[src/rtl/cam_search_ctrl.sv]
// 32-entry content-addressable memory with a four-state search controller.
// A search registers per-entry matches, priority-encodes the lowest hit and holds it until consumed.
module cam_search_ctrl #(
  parameter int WIDTH = 32
) (
  input  logic                 clk,
  input  logic                 reset,
  input  logic                 write_valid,
  input  logic [4:0]           write_index,
  input  logic [WIDTH-1:0]     write_data,
  input  logic                 invalidate_valid,
  input  logic [4:0]           invalidate_index,
  input  logic                 search_valid,
  input  logic [WIDTH-1:0]     search_data,
  output logic                 search_ready,
  output logic [32*WIDTH-1:0]  entry_data,
  output logic [31:0]          entry_valid,
  output logic                 result_valid,
  output logic                 result_hit,
  output logic [4:0]           result_index,
  input  logic                 result_ready
);

  localparam logic [1:0] IDLE    = 2'd0;
  localparam logic [1:0] COMPARE = 2'd1;
  localparam logic [1:0] ENCODE  = 2'd2;
  localparam logic [1:0] RESULT  = 2'd3;

  logic [1:0]       state;
  logic [WIDTH-1:0] entryMem [32];
  logic [31:0]      entryValid;
  logic [WIDTH-1:0] keyReg;
  logic [31:0]      matchReg;
  logic [31:0]      matchNext;
  logic [4:0]       encIndex;
  logic             resultHit;
  logic [4:0]       resultIndex;

  // NOTE: the entry array is reset explicitly because entry_data feeds a
  // downstream mux directly and must read as zero after reset.
  always_ff @(posedge clk) begin
    if (reset) begin
      for (int i = 0; i < 32; i++) begin
        entryMem[i] <= '0;
      end
      entryValid <= '0;
    end else begin
      if (write_valid) begin
        entryMem[write_index]   <= write_data;
        entryValid[write_index] <= 1'b1;
      end
      // NOTE: the invalidate is written after the write so that, for the same
      // index, the later non-blocking assignment wins and the entry ends invalid.
      if (invalidate_valid) begin
        entryValid[invalidate_index] <= 1'b0;
      end
    end
  end

  // NOTE: every comb output gets a default first, so no path can infer a latch.
  always_comb begin
    matchNext = '0;
    for (int i = 0; i < 32; i++) begin
      matchNext[i] = entryValid[i] && (entryMem[i] == keyReg);
    end
  end

  // Scanning downward leaves the lowest matching index as the final assignment.
  always_comb begin
    encIndex = '0;
    for (int i = 31; i >= 0; i--) begin
      if (matchReg[i]) begin
        encIndex = 5'(i);
      end
    end
  end

  always_ff @(posedge clk) begin
    if (reset) begin
      state       <= IDLE;
      keyReg      <= '0;
      matchReg    <= '0;
      resultHit   <= 1'b0;
      resultIndex <= '0;
    end else begin
      case (state)
        IDLE: begin
          if (search_valid) begin
            keyReg <= search_data;
            state  <= COMPARE;
          end
        end
        COMPARE: begin
          matchReg <= matchNext;
          state    <= ENCODE;
        end
        ENCODE: begin
          resultHit   <= |matchReg;
          resultIndex <= encIndex;
          state       <= RESULT;
        end
        RESULT: begin
          if (result_ready) begin
            state <= IDLE;
          end
        end
        default: state <= IDLE;
      endcase
    end
  end

  for (genvar g = 0; g < 32; g++) begin : g_entry
    assign entry_data[g*WIDTH +: WIDTH] = entryMem[g];
  end

  assign entry_valid  = entryValid;
  assign search_ready = (state == IDLE) && !reset;
  assign result_valid = (state == RESULT) && !reset;
  assign result_hit   = resultHit;
  assign result_index = resultIndex;

endmodule
[config.mk]
export PLATFORM = sky130hd
export DESIGN_NAME = cam_search_ctrl
export DESIGN_NICKNAME = d
export VERILOG_FILES = /design/src/rtl/cam_search_ctrl.sv
export SDC_FILE = /design/constraint.sdc
export NUM_CORES = 2
export LEC_CHECK = 0
export ABC_AREA = 1
export BUFFER_PORTS_ARGS = -buffer_cell sky130_fd_sc_hd__buf_2
export CAP_MARGIN = 25
export CORE_AREA = 4 4 449 451
export DETAILED_ROUTE_END_ITERATION = 10
export DIE_AREA = 0 0 453 455
export PLACE_DENSITY = 0.53
export SYNTH_ARGS = -nofsm -noshare
export SYNTH_HDL_FRONTEND = slang
export SYNTH_SLANG_ARGS = --single-unit
[constraint.sdc]
create_clock -name clk -period 3 [get_ports clk]
set_clock_uncertainty 0.05 [all_clocks]
set_input_delay 0 -clock clk [delete_from_list [all_inputs] [get_ports clk]]
set_output_delay 0 -clock clk [all_outputs]
set_load 0.02 [all_outputs]
Yosys cells after proc, flatten, opt, wreduce, memory -nomap -nowiden
Memories as Yosys holds them, arrays and structs flattened.
Index checks and enable logic that the tools add are counted.
Widths: inputs -> output; s select.

word-level totals
  RAM bits = 1024
  latch bits = 0
  word-level logic and storage cells = 143
  register bits after elaboration = 104
  input bits = 80
  output and inout bits = 1064
  bits in read-only memories = 0
  memories = 1

memories
  memory    depth  bits a word  read ports  clocked after memory_dff  write ports  line  text
  entryMem  32     32           32          0                         32           30    logic [WIDTH-1:0] entryMem [32];

cells by class
  mux-type cells = 50
  equality and inequality tests = 37
  reductions and logical operators = 42
  divide/modulo/power cells = 0
  multipliers = 0
  bitwise logic cells = 3
  magnitude comparators = 4
  add/sub/neg operators = 0
  shift-type cells = 0

operators with widths
  cell                count
  $eq 32x32->1        32
  $mux 5              33
  $mux 32             4
  $reduce_or 32->1    2
  $logic_and 1x1->1   36
  $and 32x32->32      1
  $not 32->32         1
  $or 32x32->32       1
  $lt 5x6->1 const B  2
  $demux 1 s5         2
  $ge 5x1->1 const B  2
  $mux 1              8
  $pmux 2 s4          1
  $eq 2x2->1 const B  2
  $mux 2              2
  $ne 2x2->1 const B  2
  $reduce_and 2->1    2
  $eq 2x1->1 const B  1
  $logic_not 2->1     1
  $logic_not 1->1     1

Depth between registers and ports, before layout
  depth in word-level cells = 32
  gate-level depth with buffers = 33
  mapped depth without buffers = 33

Worst setup path after synthesis
OpenSTA, ideal clock, no wires.

  kind = input port to flip-flop
  from = input port write_index[0]
  to = memory entryMem[11][0], enable pin
  buffers on the path = 1
  cell stages on the path = 5
  arrival = 2.678 ns
  path slack = -0.194 ns
  library setup time = 0.466 ns
  required time = 2.484 ns
  cells stage by stage = inv_1 > nor2_1 > inv_1 > clkbuf_1 > o21ai_0

RTL lines
  item         line  text
  from (decl)  9     input logic [4:0] write_index,
  to (decl)    30

Worst setup path in the final report
  from = register state[1]
  to = register matchReg[2]

on the way
  longest elaborated chain between the ends = 1

ends and longest elaborated chain
  item                    line  text
  from (decl)             29    logic [1:0] state;
  from (signal assigned)  80    state <= IDLE;
  from (signal assigned)  90    state <= COMPARE;
  from (signal assigned)  95    state <= ENCODE;
  $eq 2x1->1              86    case (state)
  to (signal assigned)    94    matchReg <= matchNext;
  to (decl)               33    logic [31:0] matchReg;

No other way between the ends.
A chain may end at the register's enable or synchronous reset.

==> results.md <==
- Endpoint class of the critical path: flop
- Clock Pin Slew Worst Setup and Hold Paths: 0.06 ns
- Post-Synthesis Cells: 4933
- Crit path DAT: 3.59 ns
- Total GRT Usage: 30.3%
- CTS tree: done
- Post-DP HPWL: 249000 um
- CTS Sinks: 1128
- Syn nets: ~5.0k
- Nets: 6340
- Min cycle time layout: 2.93 ns
- Final worst slack: 0.0679 ns
- Crit path required time: 3.66 ns
- Post-synth top flop: edfxtp_1
- Via density: approximately 5.3
- Antenna violations before repair: 30
- Yosys top cell area share: between 50% and 60%
- Share of layout cells above drive strength 1: between 20% and 30%
- CTS root buf: clkbuf_16
- Clk_lat worst skew: 0.80 ns
- DP Cell Count: 8648
- Leakage Power: 27.4 nW
- Post-CTS Setup Repair Bufs: 0
- Synthesized area per cell: 10.6 um^2
- CP startpoint kind: flop
- Max IR drop VDD: ~520 uV
- Reg2Reg Setup Slack: 0.07 ns
- GR Overflow Total: 0
- Slew HR: 26.2%
- # H-tree levels: 4
- Max Clk Rate: 0.341 GHz
- Crit-path cells: inv_1 > ha_2 > inv_2 > a211oi_1 > nand3_1 > nor4_1 > nand4_1 > or4_1 > a21oi_1
- Vias: around 48k
- Worst hold path type: input port to flop
- Die height: approximately 460 um
- Drt total wl: 326000 um
- Yosys reg bits: 1128
- Period Utilization, post-route: 97.7%
- Total CTS buffers: approximately 140
- Sequential element share of the synthesized area: 63.0%
- Pin count of the biggest net entering global routing: 66
- PortBufs: between 1k and 1.5k
- Std-Cell Rows: 163
- Drc violations: 0
- Routed wire per std cell: 36.1 um
- Area leader, netlist: edfxtp_1
- Multi-input logic area: 17300 um^2
- Number of flops mapped to enable cells by yosys: 1024
- Slew @ Worst Pin: 1.11 ns
- Post-synthesis cell area: 52100 um^2
- HP Start: search_data[15]
- YS warnings: 0
- Gpl congestion: between 0.9 and 1
- Register area: 32900 um^2
- Reg2Reg Depth: 9
- Most frequent cell after synthesis: nor2_1
- Global-route wire length before repair: 421000 um
- Largest stage delay, worst path: 0.67 ns
- Post-synthesis async set-or-reset flop share: 0%
- Most frequent cells after synthesis: nor2_1 (1289), edfxtp_1 (1024), nand2_1 (495)
- Non-filler cells in the finished layout: 9021
- Initial Util: a little over a quarter
- Hold Path Cell Cnt: 4
- FF-to-FF Start: state[1]
- Core ar.: 197000 um^2
- Outcome: complete, no violations
- RSZ-0062 raised after global routing: false
- Area growth syn-to-layout: 31.3%
- CP max FO: 10
- Max Cap Viol: 0
- Io pins: 1144
- Die Width: 453 um
- Fillcell total: around 20k
- Longest Clk Path Bufs: 3
- Reg2reg end: matchReg[2]
- Vias in the first global route: 45.2k
- Slew Limit Fails: 0
- Initial drt markers: 6366
- Top post-synthesis cells by area: edfxtp_1 (59%), nor2_1 (9.3%), xor2_1 (4.1%), dfxtp_1 (4.0%), xnor2_1 (3.6%)
- Hold path endpoint: keyReg[15]
- Pwr dens: 726 nW/um^2
- Slowest cell on crit path: or4_1
- Crit Path Category: flop to flop
- Util after Layout: 34.7%
- Final Hold Fails: 0
- Count of cell types in the netlist: 44
- Final setup fails: 0
- DRT Pass-1 Iters: 5
- Routed Antenna Nets: 0
- DIE AREA: 206000 um^2
- Pre-CTS setup slack: 0.0629 ns
## flip-flops by register name, summed over array words and instances, names as in the netlist
register	count
matchReg	32
state	2
entry_valid	32
entryMem	1024
result_hit	1
keyReg	32
result_index	5
## metal layers
layer / GRT usage [%] / vias up / share of wire [%]
li1: - / 19800 / -
met1: 36.0 / 24200 / 36
met3: 6.28 / 701 / 8.7
met5: 0 / - / 0.013
met2: 50.1 / 3097 / 47
met4: 18.8 / 6 / 7.5
## kinds of logic after synthesis
| kind of cell | Yosys count | share of synthesized area, % |
|---|---|---|
| buf+inv | 544 | 4.16 |
| simple gates | 2063 | 16.0 |
| xor+xnor | 462 | 7.76 |
| fa+ha+maj | 5 | 0.120 |
| flops | 1128 | 63.0 |
| compound gates | 731 | 8.94 |
## cell type report
cell class	instances	area share, %
inverters	159	0.983
multi-input cells	3261	25.3
clock inverters	74	1.19
repair buffers	1564	14.1
diodes	13	0.0475
clock buffers	182	5.60
well taps	2640	4.83
flip-flops and latches	1128	48.0
## placed cells by master (no fill, tap or decap), types with 32 or more instances in the layout
cell and count:
edfxtp_1 1024, xnor2_1 216, buf_4 277, o21ai_1 44, nand4_1 92, inv_2 43, nor3_1 43, nor4_1 54
a21oi_1 117, inv_1 98, buf_12 39, dfxtp_1 88, o221a_2 32, nor2_1 1289, o21ai_0 236, clkbuf_16 144
a221oi_1 33, buf_2 1144, nand3_1 56, a211oi_1 100, o22ai_1 71, xor2_1 246, nand2_1 480, dlygate4sd3_1 104
## per-stage QoR
step           hold slack [ns]  power [mW]  cell area [um^2]  setup TNS [ns]
5_1_grt                 0.0587        51.2             68400               0
6_report                0.0963        49.7             68400               0
3_3_place_gp             0.235        32.1             62700          -0.628
4_1_cts                0.00964        49.9             68400               0
3_5_place_dp             0.228        32.2             62700               0
2_1_floorplan            0.110        25.5             52100          -18.60
## repair_timing
action	in CTS	in global routing
hold buffers	104	0
endpoints found under the hold margin	819	0
gates resized for setup	0	2
endpoints found under the setup margin	0	5
## how the worst max path moves through the flow
stage / endpoint / from / slack, ns
after global placement: matchReg[2] / keyReg[21] / -0.63
final: matchReg[2] / state[1] / 0.07
after CTS: matchReg[2] / keyReg[17] / 0.03
after detailed placement: matchReg[2] / keyReg[17] / 0.06
after floorplan: entryMem[11][0] / write_index[0] / -0.19
after global routing: matchReg[0] / keyReg[25] / 0.02
## where the power goes
group	switching, mW	leakage (nW)	internal (mW)
sequential	1.67	10.6	18.1
clock	7.37	2.26	10.2
combinational	8.54	14.6	3.84
## critical path, delay by kind of cell, from the launching register on
family,cells,cell delay (ns)
AOI/OAI and AO/OA,2,0.39
adders and majority gates,1,0.27
buffers and inverters,2,0.29
DFF,1,0.34
and+or+nand+nor,4,1.49
(Power assumes the default switching activity.)
